### src/rtl/mcu_io_pkg.sv
// rtl/mcu_io_pkg.sv - shared TX state encoding and UART framing constants
// Purpose: types and constants shared by the MCU output-port UART blocks.
// Ports: none (package).
package mcu_io_pkg;

   typedef enum logic [1:0] {
      IDLE  = 2'd0,
      START = 2'd1,
      DATA  = 2'd2,
      STOP  = 2'd3
   } tx_state_t;

   localparam int   DATA_BITS  = 8;
   localparam logic IDLE_LEVEL = 1'b1;

endpackage

### src/rtl/mcu_io_fifo.sv
// rtl/mcu_io_fifo.sv - synchronous FIFO with same-edge read/write
// Purpose: small byte queue between the change detector and the TX FSM.
// Ports:
//   clk, reset       clock and synchronous active-high reset
//   wr_en, wr_data   push request and data; accepted when not full or when a
//                    pop happens on the same edge
//   rd_en            pop request; ignored while empty
//   rd_data          head entry (valid while not empty)
//   count            occupancy, 0..DEPTH
//   full, empty      occupancy flags
module mcu_io_fifo #(
   parameter int WIDTH = 8,
   parameter int DEPTH = 4
) (
   input  logic                     clk,
   input  logic                     reset,
   input  logic                     wr_en,
   input  logic                     rd_en,
   input  logic [WIDTH-1:0]         wr_data,
   output logic [WIDTH-1:0]         rd_data,
   output logic [$clog2(DEPTH):0]   count,
   output logic                     full,
   output logic                     empty
);

   localparam int PTR_W = $clog2(DEPTH);

   logic [WIDTH-1:0] mem [DEPTH];
   logic [PTR_W-1:0] wr_ptr;
   logic [PTR_W-1:0] rd_ptr;
   logic             do_rd;
   logic             do_wr;

   assign empty   = (count == '0);
   assign full    = (count == (PTR_W+1)'(DEPTH));
   assign do_rd   = rd_en && !empty;
   // A pop on the same edge frees a slot, so a full FIFO can still accept.
   assign do_wr   = wr_en && (!full || do_rd);
   assign rd_data = mem[rd_ptr];

   always_ff @(posedge clk) begin
      if (do_wr) begin
         mem[wr_ptr] <= wr_data;
      end
   end

   always_ff @(posedge clk) begin
      if (reset) begin
         wr_ptr <= '0;
         rd_ptr <= '0;
         count  <= '0;
      end else begin
         if (do_wr) begin
            wr_ptr <= wr_ptr + 1'b1;
         end
         if (do_rd) begin
            rd_ptr <= rd_ptr + 1'b1;
         end
         case ({do_wr, do_rd})
            2'b10:   count <= count + 1'b1;
            2'b01:   count <= count - 1'b1;
            default: count <= count;
         endcase
      end
   end

endmodule

### src/rtl/mcu_io_uart_tx.sv
// rtl/mcu_io_uart_tx.sv - MCU output-port change detector feeding a UART 8N1 transmitter
// Purpose: every change of io_output is queued and sent LSB first as an 8N1 frame.
// Ports:
//   clk, reset   clock and synchronous active-high reset
//   io_output    MCU output port; a value change is the write event
//   tx           registered serial line, idle high
//   busy         frame in progress or bytes queued
//   fifo_count   queue occupancy
//   overflow     sticky flag: a change was dropped because the queue was full
module mcu_io_uart_tx
   import mcu_io_pkg::*;
#(
   parameter int CLKS_PER_BIT = 4,
   parameter int FIFO_DEPTH   = 4
) (
   input  logic                          clk,
   input  logic                          reset,
   input  logic [7:0]                    io_output,
   output logic                          tx,
   output logic                          busy,
   output logic [$clog2(FIFO_DEPTH):0]   fifo_count,
   output logic                          overflow
);

   localparam int BAUD_W = (CLKS_PER_BIT > 1) ? $clog2(CLKS_PER_BIT) : 1;
   localparam logic [BAUD_W-1:0] BAUD_LAST = BAUD_W'(CLKS_PER_BIT - 1);
   localparam int BIT_W = $clog2(DATA_BITS);
   localparam logic [BIT_W-1:0] BIT_LAST = BIT_W'(DATA_BITS - 1);

   logic [7:0]           last_q;
   logic                 change;
   logic                 overflow_q;

   tx_state_t            state_q, state_d;
   logic [DATA_BITS-1:0] shift_q, shift_d;
   logic [BIT_W-1:0]     bit_cnt_q, bit_cnt_d;
   logic [BAUD_W-1:0]    baud_q, baud_d;
   logic                 tx_q, tx_d;
   logic                 baud_done;

   logic                 fifo_rd_en;
   logic [DATA_BITS-1:0] fifo_rd_data;
   logic                 fifo_full;
   logic                 fifo_empty;

   // The MCU has no strobe: any difference from the shadow copy is a write.
   assign change = (io_output != last_q);

   always_ff @(posedge clk) begin
      if (reset) begin
         last_q     <= 8'h00;
         overflow_q <= 1'b0;
      end else begin
         last_q <= io_output;
         if (change && fifo_full && !fifo_rd_en) begin
            overflow_q <= 1'b1;
         end
      end
   end

   mcu_io_fifo #(
      .WIDTH (DATA_BITS),
      .DEPTH (FIFO_DEPTH)
   ) u_fifo (
      .clk     (clk),
      .reset   (reset),
      .wr_en   (change),
      .rd_en   (fifo_rd_en),
      .wr_data (io_output),
      .rd_data (fifo_rd_data),
      .count   (fifo_count),
      .full    (fifo_full),
      .empty   (fifo_empty)
   );

   assign baud_done = (baud_q == BAUD_LAST);

   always_comb begin
      state_d    = state_q;
      shift_d    = shift_q;
      bit_cnt_d  = bit_cnt_q;
      baud_d     = baud_q;
      fifo_rd_en = 1'b0;
      case (state_q)
         IDLE: begin
            // Pop only on registered non-empty, so a same-edge write into an
            // empty queue is never bypassed straight to the shifter.
            if (!fifo_empty) begin
               fifo_rd_en = 1'b1;
               shift_d    = fifo_rd_data;
               bit_cnt_d  = '0;
               baud_d     = '0;
               state_d    = START;
            end
         end
         START: begin
            if (baud_done) begin
               baud_d  = '0;
               state_d = DATA;
            end else begin
               baud_d = baud_q + 1'b1;
            end
         end
         DATA: begin
            if (baud_done) begin
               baud_d    = '0;
               shift_d   = shift_q >> 1;
               bit_cnt_d = bit_cnt_q + 1'b1;
               if (bit_cnt_q == BIT_LAST) begin
                  state_d = STOP;
               end
            end else begin
               baud_d = baud_q + 1'b1;
            end
         end
         STOP: begin
            if (baud_done) begin
               baud_d  = '0;
               state_d = IDLE;
            end else begin
               baud_d = baud_q + 1'b1;
            end
         end
         default: state_d = IDLE;
      endcase

      // Line level follows the state being entered, so tx changes on the
      // same edge as the state and never looks at the FIFO output directly.
      case (state_d)
         START:   tx_d = 1'b0;
         DATA:    tx_d = shift_d[0];
         default: tx_d = IDLE_LEVEL;
      endcase
   end

   always_ff @(posedge clk) begin
      if (reset) begin
         state_q   <= IDLE;
         shift_q   <= '0;
         bit_cnt_q <= '0;
         baud_q    <= '0;
         tx_q      <= IDLE_LEVEL;
      end else begin
         state_q   <= state_d;
         shift_q   <= shift_d;
         bit_cnt_q <= bit_cnt_d;
         baud_q    <= baud_d;
         tx_q      <= tx_d;
      end
   end

   assign tx       = tx_q;
   assign busy     = (state_q != IDLE) || (fifo_count != '0);
   assign overflow = overflow_q;

endmodule

### config.mk
export PLATFORM = sky130hd
export DESIGN_NAME = mcu_io_uart_tx
export DESIGN_NICKNAME = d
export VERILOG_FILES = /design/src/rtl/mcu_io_pkg.sv /design/src/rtl/mcu_io_fifo.sv /design/src/rtl/mcu_io_uart_tx.sv
export SDC_FILE = /design/constraint.sdc
export NUM_CORES = 1
export LEC_CHECK = 0
export CORE_AREA = 2 2 59 84
export CTS_CLUSTER_SIZE = 28
export DETAILED_ROUTE_END_ITERATION = 6
export DIE_AREA = 0 0 61 86
export PLACE_DENSITY = 0.82
export SKIP_LAST_GASP = 1
export SLEW_MARGIN = 5
export SYNTH_ARGS = -nofsm -noshare
export SYNTH_HDL_FRONTEND = slang
export SYNTH_HIERARCHICAL = 1
export SYNTH_SLANG_ARGS = --single-unit
### constraint.sdc
create_clock -name clk -period 4 [get_ports clk]
set_clock_uncertainty 0.1 [all_clocks]
set_input_delay 0.4 -clock clk [delete_from_list [all_inputs] [get_ports clk]]
set_output_delay 0.4 -clock clk [all_outputs]
set_load 0.03 [all_outputs]
[Word level (Yosys, flattened, before mapping)]
Memory sizes are Yosys's and may differ from the RTL's. A register that Yosys moved wholly into a read port is not among the register bits.
Cells that the tools add are included.
Word-level totals
  flip-flop bits (word level): 32
  latch bits: 0
  memory bits (writable): 32
  bits in read-only memories: 0
  input bits: 10
  logic and storage cells: 71
  memories: 1
Cells by class
  add/sub/neg operators: 6
  multipliers: 0
  div/mod/pow operators: 0
  magnitude comparators: 0
  equal/unequal tests: 13
  shifts and indexed selects: 0
  muxes and demuxes: 23
  bitwise logic cells: 0
  reduce and logical (&&, ||, !) cells: 17
Memory list
  u_fifo.mem: words 4, bits a word 8, read ports 1, clocked after memory_dff 1, write ports 1, RTL line mcu_io_fifo.sv:28  | logic [WIDTH-1:0] mem [DEPTH];
Operators with widths (number)
  two-way mux 2 bit: 9
  two-way mux 8 bit: 2
  case mux 8 bit (2 select lines): 1
  case mux 3 bit (2 select lines): 2
  equality test 2 bit (second input constant): 5
  != test 8 bit: 1
  case mux 2 bit (4 select lines): 1
  adder 2 x 1 -> 2 bit (second input constant): 3
  adder 3 x 1 -> 3 bit (second input constant): 2
  equality test 2 x 1 -> 1 bit (second input constant): 3
  equality test 3 bit (second input constant): 2
  two-way mux 3 bit: 2
  nonzero test 2 bit: 3
  logical AND 1 bit: 4
  two-way mux 1 bit: 4
  != test 2 bit (second input constant): 2
  case mux 2 bit (2 select lines): 1
  logical NOT 1 bit: 3
  logical NOT 3 bit: 1
  AND reduction 3 bit: 1
  nonzero test 3 bit: 1
  OR reduction 3 bit: 1
  subtractor 3 x 1 -> 3 bit (second input constant): 1
  logical NOT 2 bit: 1
  2 further kinds: 3

[Logic depth before layout (Yosys ltp)]
Gate-level depths: netlist of the first run.
  depth in word-level cells: 8
  depth in mapped cells: 9
  depth with buffers taken out: 8

[Modules after synthesis]
Netlist of the first run, hierarchy kept.
By module, submodules not included
  mcu_io_fifo: times used 1, cells an instance 101, area an instance 1689.1 um2, sequential area each 1141.1 um2
  mcu_io_uart_tx: times used 1, cells an instance 109, area an instance 1063.5 um2, sequential area each 500.5 um2

[Worst setup path before layout of the first run]
Ideal clock, no wire load.
  kind: register to register
  start: register u_fifo.count[1]
  end: register u_fifo.count[2]
  arrival time: 2.646 ns
  data required time: 3.777 ns
  slack: 1.131 ns
  stages on the path, launching flop included: 9
  path buffers: 0
  period minus slack after synthesis: 2.869 ns
  path through: dfxtp_1 nor3_1 nor3_4 o31a_1 nand2b_1 fa_1 nand2b_1 o31ai_2 mux2_1
On the way
  longest elaborated chain between the ends: 8
  elaborated cells on any way between the ends: 15
  those cells by class: add/sub (2); eq/ne (3); mux (3); reduce/logical (7)
RTL lines
  start, declared: RTL line mcu_io_fifo.sv:21  | output logic [$clog2(DEPTH):0] count,
  start signal, assigned: RTL line mcu_io_fifo.sv:60  | 2'b10: count <= count + 1'b1;
  start signal, assigned: RTL line mcu_io_fifo.sv:61  | 2'b01: count <= count - 1'b1;
  start signal, assigned: RTL line mcu_io_fifo.sv:62  | default: count <= count;
  logical NOT 3 bit *: RTL line mcu_io_fifo.sv:34  | assign empty = (count == '0);
  named net fifo_empty: RTL line mcu_io_uart_tx.sv:44  | logic fifo_empty;
  two-way mux 1 bit *: RTL line mcu_io_uart_tx.sv:88  | if (!fifo_empty) begin
  two-way mux 1 bit *: RTL line mcu_io_uart_tx.sv:84  | case (state_q)
  named net fifo_rd_en: RTL line mcu_io_uart_tx.sv:41  | logic fifo_rd_en;
  logical AND 1 bit *: RTL line mcu_io_fifo.sv:36  | assign do_rd = rd_en && !empty;
  logical OR 1 bit: RTL line mcu_io_fifo.sv:38  | assign do_wr = wr_en && (!full || do_rd);
  logical AND 1 bit: RTL line mcu_io_fifo.sv:38
  equality test 2 x 1 -> 1 bit or equality test 2 bit (tied branches): RTL line mcu_io_fifo.sv:59  | case ({do_wr, do_rd})
  case mux 3 bit (2 select lines) or nonzero test 2 bit (tied branches)
The timed path passes the listed nets; every way through them passes the cells marked *.
A chain may end at the register's enable or synchronous reset.

[Final worst setup path of the first run]
  start: register u_fifo.count[0]
  end: register u_fifo.count[2]
The elaborated chain is that of the path after synthesis.

==> out/qor.txt, run 1 <==
Crit Path Max Fanout -> 15
CTS Hold Bufs -> 0
Port Buf Inserts -> 15
Overall Global Routing Usage -> 20.68%
simple-gate share of the synthesized area -> 12.95%
delay-heaviest family, CP -> simple AND/OR/NAND/NOR gates
Detailed Routing Iterations Pass 1 -> 4
initial antenna violation count -> 0
Post-DP HPWL -> 2972 µm
most frequent cell after synthesis -> dfxtp_1
largest net degree at the start of global routing -> 20
antenna cells -> 0
die height -> 86 µm
clock root buffer master -> clkbuf_8
core area -> 0.004463 mm²
synth cell count leaders -> dfxtp_1, edfxtp_1, nor2_1, nand2_1, xor2_1
Post-CTS Setup Bufs -> 0
hold depth -> 2
RSZ-0062 raised after global routing -> no
Initial Util -> 61.68%
Post-synth EDFFs -> 32
Ys Warns -> 6
endpoint class of the critical path -> register
Cell Chain, Critical Path -> nor3_1 > nor3_4 > o31a_1 > nand2b_1 > fa_1 > nand2b_1 > o31ai_2 > mux2_1
vias per inst -> 5.372
worst slew pin tran -> 0.6542 ns
total of max-cap violations -> 0
post-synth top area share -> 34.91%
num ports -> 16
Adder-Cell Fraction of Synth Area -> 3.909%
H-tree depth -> 3
Clock Path Buffers -> 2
Static Leak -> 1.107 nW
Rel. slew slack -> 56.24%
Avg Synthesized Cell Area -> 13.11 µm²
Cell Pwr Density -> 612.6 mW/mm²
placer congestion estimate -> 0.6986
crit start category -> register
Arr. time, crit path -> 3.14 ns
XOR/XNOR share of the synthesized area -> 4.455%
Compound-Gate Fraction of Synth Area -> 7.727%
Core Util, Final -> 69.36%
Setup-failing EPs final -> 0
CP bufs+invs -> 0
Post-synth top flop -> dfxtp_1
Yosys top cell by area -> edfxtp_1
CTS clock-pin slew for the worst setup and hold paths -> 0.07 ns
die area -> 0.005246 mm²
peak supply drop -> 0.4967 mV
WP data required -> 4.13 ns
Num CTS Buffers -> 9
global-route wire length before repair -> 7665 µm
r2r setup slk -> 0.98 ns
Mapped Area -> 0.002753 mm²
Initial DRC Count -> 93
Vias -> 1574
GR Overflow Total -> 0
Avg WL per Cell -> 15.28 µm
register area share after synthesis -> 59.64%
min cycle time layout -> 3.019 ns
Worst-Skew Late Latency -> 0.34 ns
main combinational cell family by area after synthesis -> simple AND/OR/NAND/NOR gates
TNS Setup -> 0 ns
vias in the first global route -> 1618
Worst R2R Path Depth -> 8
period utilisation layout -> 75.46%
critical path type -> reg -> reg
CTS tree -> built
Syn Nets -> 228
slowest stage delay, CP -> 0.54 ns
Post-Syn Instances -> 210
Detailed Route WL -> 4476 µm
Yosys cell types -> 45
PostCTS Resize Cnt -> 0
Reg2Reg Capture Point -> u_fifo/count[2]$_SDFFE_PP0P_
status -> complete, no violations
Hold EP -> bit_cnt_q[2]$_SDFFE_PP0P_
Yosys reg bits -> 66
share of cells above drive strength 1 -> 12.12%
clock sink total -> 66
die width -> 61 µm
Residual DRC -> 0
Hold Vio Cnt, Final -> 0
Worst Hold Class -> reg -> reg
Fmax -> 331.3 MHz
row count -> 29
ANT nets after route -> 0
reg-to-reg startpoint -> u_fifo/count[0]$_SDFFE_PP0P_
WHS -> 0.3545 ns
Max stage delay cell, worst path -> nor3_4
Pins Over Slew Limit -> 0
Synth area leaders -> edfxtp_1, dfxtp_1, mux4_2, xor2_1, ha_1
Layout area overhead -> 12.45%
asr flop ratio synth -> 0%
Post-layout nets -> 244
cell repeated most along the worst path -> nand2b_1
mux share of post-synthesis cell area -> 7.682%
Hold Crit Start -> bit_cnt_q[2]$_SDFFE_PP0P_
Final Power -> 1.896 mW
[state kept, by name, summed over array words and instances, names as in the netlist, named ones only]
register / cells
bit_cnt_q: 3
u_fifo/mem: 32
last_q: 8
tx: 1
u_fifo/rd_ptr: 2
shift_q: 8
state_q: 2
u_fifo/count: 3
overflow: 1
u_fifo/wr_ptr: 2
baud_q: 2
[worst max path at each step]
stage / start / end / cells after the start
6_report: u_fifo/count[0]$_SDFFE_PP0P_ / u_fifo/count[2]$_SDFFE_PP0P_ / 8
5_1_grt: io_output[7] / u_fifo/count[2]$_SDFFE_PP0P_ / 9
4_1_cts: u_fifo/count[0]$_SDFFE_PP0P_ / u_fifo/count[2]$_SDFFE_PP0P_ / 8
3_5_place_dp: io_output[7] / u_fifo/count[2]$_SDFFE_PP0P_ / 9
3_3_place_gp: io_output[7] / u_fifo/count[2]$_SDFFE_PP0P_ / 9
2_1_floorplan: u_fifo/count[1]$_SDFFE_PP0P_ / u_fifo/count[2]$_SDFFE_PP0P_ / 8
[per-stage QoR]
step                setup WS (ns)  area [µm²]  std cells
finish                     0.9815        3095        293
global route               0.7344        3095        293
CTS                        0.9582        3095        293
detailed placement         0.6293        2910        277
global placement           0.7435        2910        277
floorplan                   1.131        2753        210
[tightest hold or removal path, cell delays in order, from the launching register on]
cell and delay [ns]:
dfxtp_1 0.31, nand2_1 0.05, a21oi_1 0.05
[routing by layer]
metal | up-vias | global-route usage (%) | wire length (µm)
li1 | 798 | - | -
met1 | 730 | 24.64 | 1845
met2 | 36 | 33.43 | 2348
met3 | 10 | 6.486 | 162
met4 | 0 | 9.684 | 119
met5 | - | 0 | 0
[cell type report]
cell class,count,area [µm²]
Fill cell,337,1368
Clock buffer,10,127.6
Tap cell,62,77.57
Multi-Input combinational cell,127,1011
Sequential cell,66,1642
Timing Repair Buffer,16,157.7
Inverter,6,22.52
Clock inverter,6,57.56
[layout by cell type (no fill, tap or decap), types with 6 or more instances in the layout]
cell type	n
dfxtp_1	34
edfxtp_1	32
nor2_1	17
clkdlybuf4s50_1	15
nand2_1	13
xor2_1	12
a21oi_1	9
clkbuf_8	9
nor2b_1	8
mux4_2	8
a22oi_1	7
ha_1	7
inv_1	6
[kinds of logic (layout without fill, tap and decap cells)]
group,Yosys count,count (layout)
AO/OA/AOI/OAI,30,30
buffers and inverters,17,38
AND/OR/NAND/NOR,64,64
multiplexers,11,11
XOR/XNOR,14,14
flip-flops,66,66
adder cells (fa/ha/maj),8,8
[report_power, final]
part | switching (mW) | total (mW) | internal [mW]
Combinational | 0.248 | 0.449 | 0.201
Sequential | 0.0858 | 0.924 | 0.838
Clock | 0.241 | 0.524 | 0.282
Total | 0.575 | 1.90 | 1.32
Power figures use the tool's default switching activity.
==> run 2, diff against run 1 <==
--- a/config.mk
+++ b/config.mk
@@ -5,11 +5,11 @@
 export SDC_FILE = /design/constraint.sdc
 export NUM_CORES = 1
 export LEC_CHECK = 0
-export CORE_AREA = 2 2 59 84
+export CORE_AREA = 2 2 64 91
 export CTS_CLUSTER_SIZE = 28
 export DETAILED_ROUTE_END_ITERATION = 6
-export DIE_AREA = 0 0 61 86
-export PLACE_DENSITY = 0.82
+export DIE_AREA = 0 0 66 93
+export PLACE_DENSITY = 0.74
 export SKIP_LAST_GASP = 1
 export SLEW_MARGIN = 5
 export SYNTH_ARGS = -nofsm -noshare
==> constraint.sdc (replaced) <==
create_clock -name clk -period 2.6 [get_ports clk]
set_clock_uncertainty 0.1 [all_clocks]
set_input_delay 0.26 -clock clk [delete_from_list [all_inputs] [get_ports clk]]
set_output_delay 0.26 -clock clk [all_outputs]
set_load 0.03 [all_outputs]
==> run 2 against run 1 <==
  * Worst setup slack got worse by 0.77 ns
  * Critical path depth is 2 higher
  * Worst hold slack improved by 0.00062 ns
  * Flip-flop and latch count did not move
  * Wire length is 1.3% higher
  * Core utilization fell by 8.5 points
  * Highest routed layer unchanged
==> out/qor.txt, run 2 (synthesis results as in run 1) <==
H-tree depth -> 3 (unchanged)
Setup-failing EPs final -> 0 (unchanged)
share of cells above drive strength 1 -> 20.00% (+7.9 points)
WP data required -> 2.72 ns (-1.41 ns)
Top reg by flops -> u_fifo/mem
antenna cells -> 0 (unchanged)
hold depth -> 2 (unchanged)
most frequent cells in the layout -> edfxtp_1, dfxtp_1, nor2_1, clkdlybuf4s50_1, buf_4
RSZ-0062 raised after global routing -> no
Clock Path Buffers -> 2 (unchanged)
Hold EP -> shift_q[2]$_SDFFE_PP0P_
global-route wire length before repair -> 7879 µm (+2.8%)
cell repeated most along the worst path -> nand2b_4
num ports -> 16 (unchanged)
Worst-Skew Late Latency -> 0.34 ns (about the same)
Num CTS Buffers -> 9 (unchanged)
most common cell after layout, fill and taps aside -> edfxtp_1
critical path type -> in -> reg
Pins Over Slew Limit -> 0 (unchanged)
vias per inst -> 5.313 (-1.1%)
Fmax -> 417.8 MHz
Stages on worst setup path -> 10 (+2)
Cell Chain, Critical Path -> clkdlybuf4s50_1 > xor2_1 > nor4_1 > buf_4 > nand2_1 > nand2b_4 > fa_2 > nand2b_4 > o31ai_2 > mux2_1
Max stage delay cell, worst path -> clkdlybuf4s50_1
period utilisation layout -> 92.06%
endpoint class of the critical path -> register
Cell Pwr Density -> 938.6 mW/mm² (+53%)
Hold Crit Start -> shift_q[2]$_SDFFE_PP0P_
status -> complete, no violations
FILL cells -> 424 (+26%)
Place WS -> -0.1878 ns (-0.8170 ns)
clock root buffer master -> clkbuf_8
placer congestion estimate -> 0.7677 (+9.9%)
Detailed Route WL -> 4534 µm (+1.3%)
Residual DRC -> 0 (unchanged)
Arr. time, crit path -> 2.51 ns (-0.63 ns)
placed inst area -> 0.003049 mm² (+4.8%)
die height -> 93 µm (+8.1%)
Post-DP HPWL -> 3214 µm (+8.2%)
worst slew pin tran -> 0.4359 ns (-0.2183 ns)
delay-heaviest family, CP -> simple AND/OR/NAND/NOR gates
Post-CTS Setup Bufs -> 0 (unchanged)
Final WS setup -> 0.2065 ns (-0.7750 ns)
CTS clock-pin slew for the worst setup and hold paths -> 0.07 ns (about the same)
Post-layout nets -> 258 (+5.7%)
Static Leak -> 1.210 nW (+9.3%)
min cycle time layout -> 2.393 ns
final instance area -> 0.003267 mm² (+5.5%)
Worst R2R Path Depth -> 9 (+1)
largest net degree at the start of global routing -> 19 (-5.0%)
Initial Util -> 51.31% (-10 points)
die area -> 0.006138 mm² (+17%)
Overall Global Routing Usage -> 17.51% (-3.2 points)
Hold Vio Cnt, Final -> 0 (unchanged)
CP bufs+invs -> 2 (+2)
vias in the first global route -> 1713 (+5.9%)
Reg2Reg Capture Point -> u_fifo/count[2]$_SDFFE_PP0P_
clock sink total -> 66 (unchanged)
Initial DRC Count -> 69 (-26%)
r2r setup slk -> 0.26 ns (-0.72 ns)
slowest stage delay, CP -> 0.44 ns (-0.10 ns)
CTS tree -> built
Rel. slew slack -> 70.85% (+15 points)
ANT nets after route -> 0 (unchanged)
Regs by FF count -> u_fifo/mem: 32 flops, last_q: 8 flops, shift_q: 8 flops
reg-to-reg startpoint -> last_q[4]$_SDFF_PP0_
Layout area overhead -> 18.68%
crit start category -> input port
Crit Path Max Fanout -> 2 (-13)
peak supply drop -> 0.5044 mV (+1.5%)
Vias -> 1663 (+5.7%)
number of flip-flops in the largest register -> 32 (unchanged)
Worst Hold Class -> reg -> reg
GR Overflow Total -> 0 (unchanged)
core area -> 0.005365 mm² (+20%)
total of max-cap violations -> 0 (unchanged)
Avg WL per Cell -> 14.49 µm (-5.2%)
initial antenna violation count -> 0 (unchanged)
Detailed Routing Iterations Pass 1 -> 4 (unchanged)
row count -> 32 (+10%)
die width -> 66 µm (+8.2%)
Final Power -> 3.066 mW (+62%)
Port Buf Inserts -> 15 (unchanged)
[run 2: worst max-delay path by stage]
| stage | from | to |
|---|---|---|
| floorplan | u_fifo/count[0]$_SDFFE_PP0P_ | u_fifo/count[2]$_SDFFE_PP0P_ |
| global placement | io_output[4] | u_fifo/count[2]$_SDFFE_PP0P_ |
| detailed placement | io_output[4] | u_fifo/count[2]$_SDFFE_PP0P_ |
| CTS | io_output[4] | u_fifo/count[2]$_SDFFE_PP0P_ |
| global route | io_output[2] | u_fifo/count[2]$_SDFFE_PP0P_ |
| finish | io_output[4] | u_fifo/count[2]$_SDFFE_PP0P_ |
[run 2: tightest hold or removal path: stages, from the launching register on]
cell	delay, ns
dfxtp_1	0.31
nand2_1	0.05
a21oi_1	0.05
[run 2: final cells by class]
class | count | area [µm²] | share of cell area [%]
Multi-Input combinational cell | 127 | 1033 | 31.64
Clock buffer | 11 | 131.4 | 4.021
Inverter | 6 | 22.52 | 0.6894
Timing Repair Buffer | 30 | 262.8 | 8.043
Sequential cell | 66 | 1653 | 50.59
Clock inverter | 5 | 78.83 | 2.413
Tap cell | 68 | 85.08 | 2.604
[run 2: metrics by stage]
step | setup TNS, ns | cells | utilization (%) | hold slack (ns)
after floorplan | -0.04262 | 210 | - | 0.2316
after global placement | -0.1419 | 297 | 56.83 | 0.3420
after detailed placement | -0.6144 | 297 | 56.83 | 0.3485
after CTS | 0 | 313 | 60.75 | 0.3577
after global routing | 0 | 313 | 60.89 | 0.3735
final | 0 | 313 | 60.89 | 0.3551
[run 2: where the power goes]
group          switching (mW)  internal, mW
Combinational           0.406         0.341
Clock                   0.372         0.537
Sequential              0.115          1.30
[run 2: what timing repair did]
action	4_1_cts	5_1_grt
hold buffers	0	0
resized for setup	0	1
setup endpoints to repair	0	1
[run 2: routing by layer]
metal | routed length, µm | GRT usage (%)
met5 | 0 | 0
met2 | 2436 | 29.80
met3 | 146 | 5.054
met1 | 1853 | 20.00
met4 | 97 | 8.163
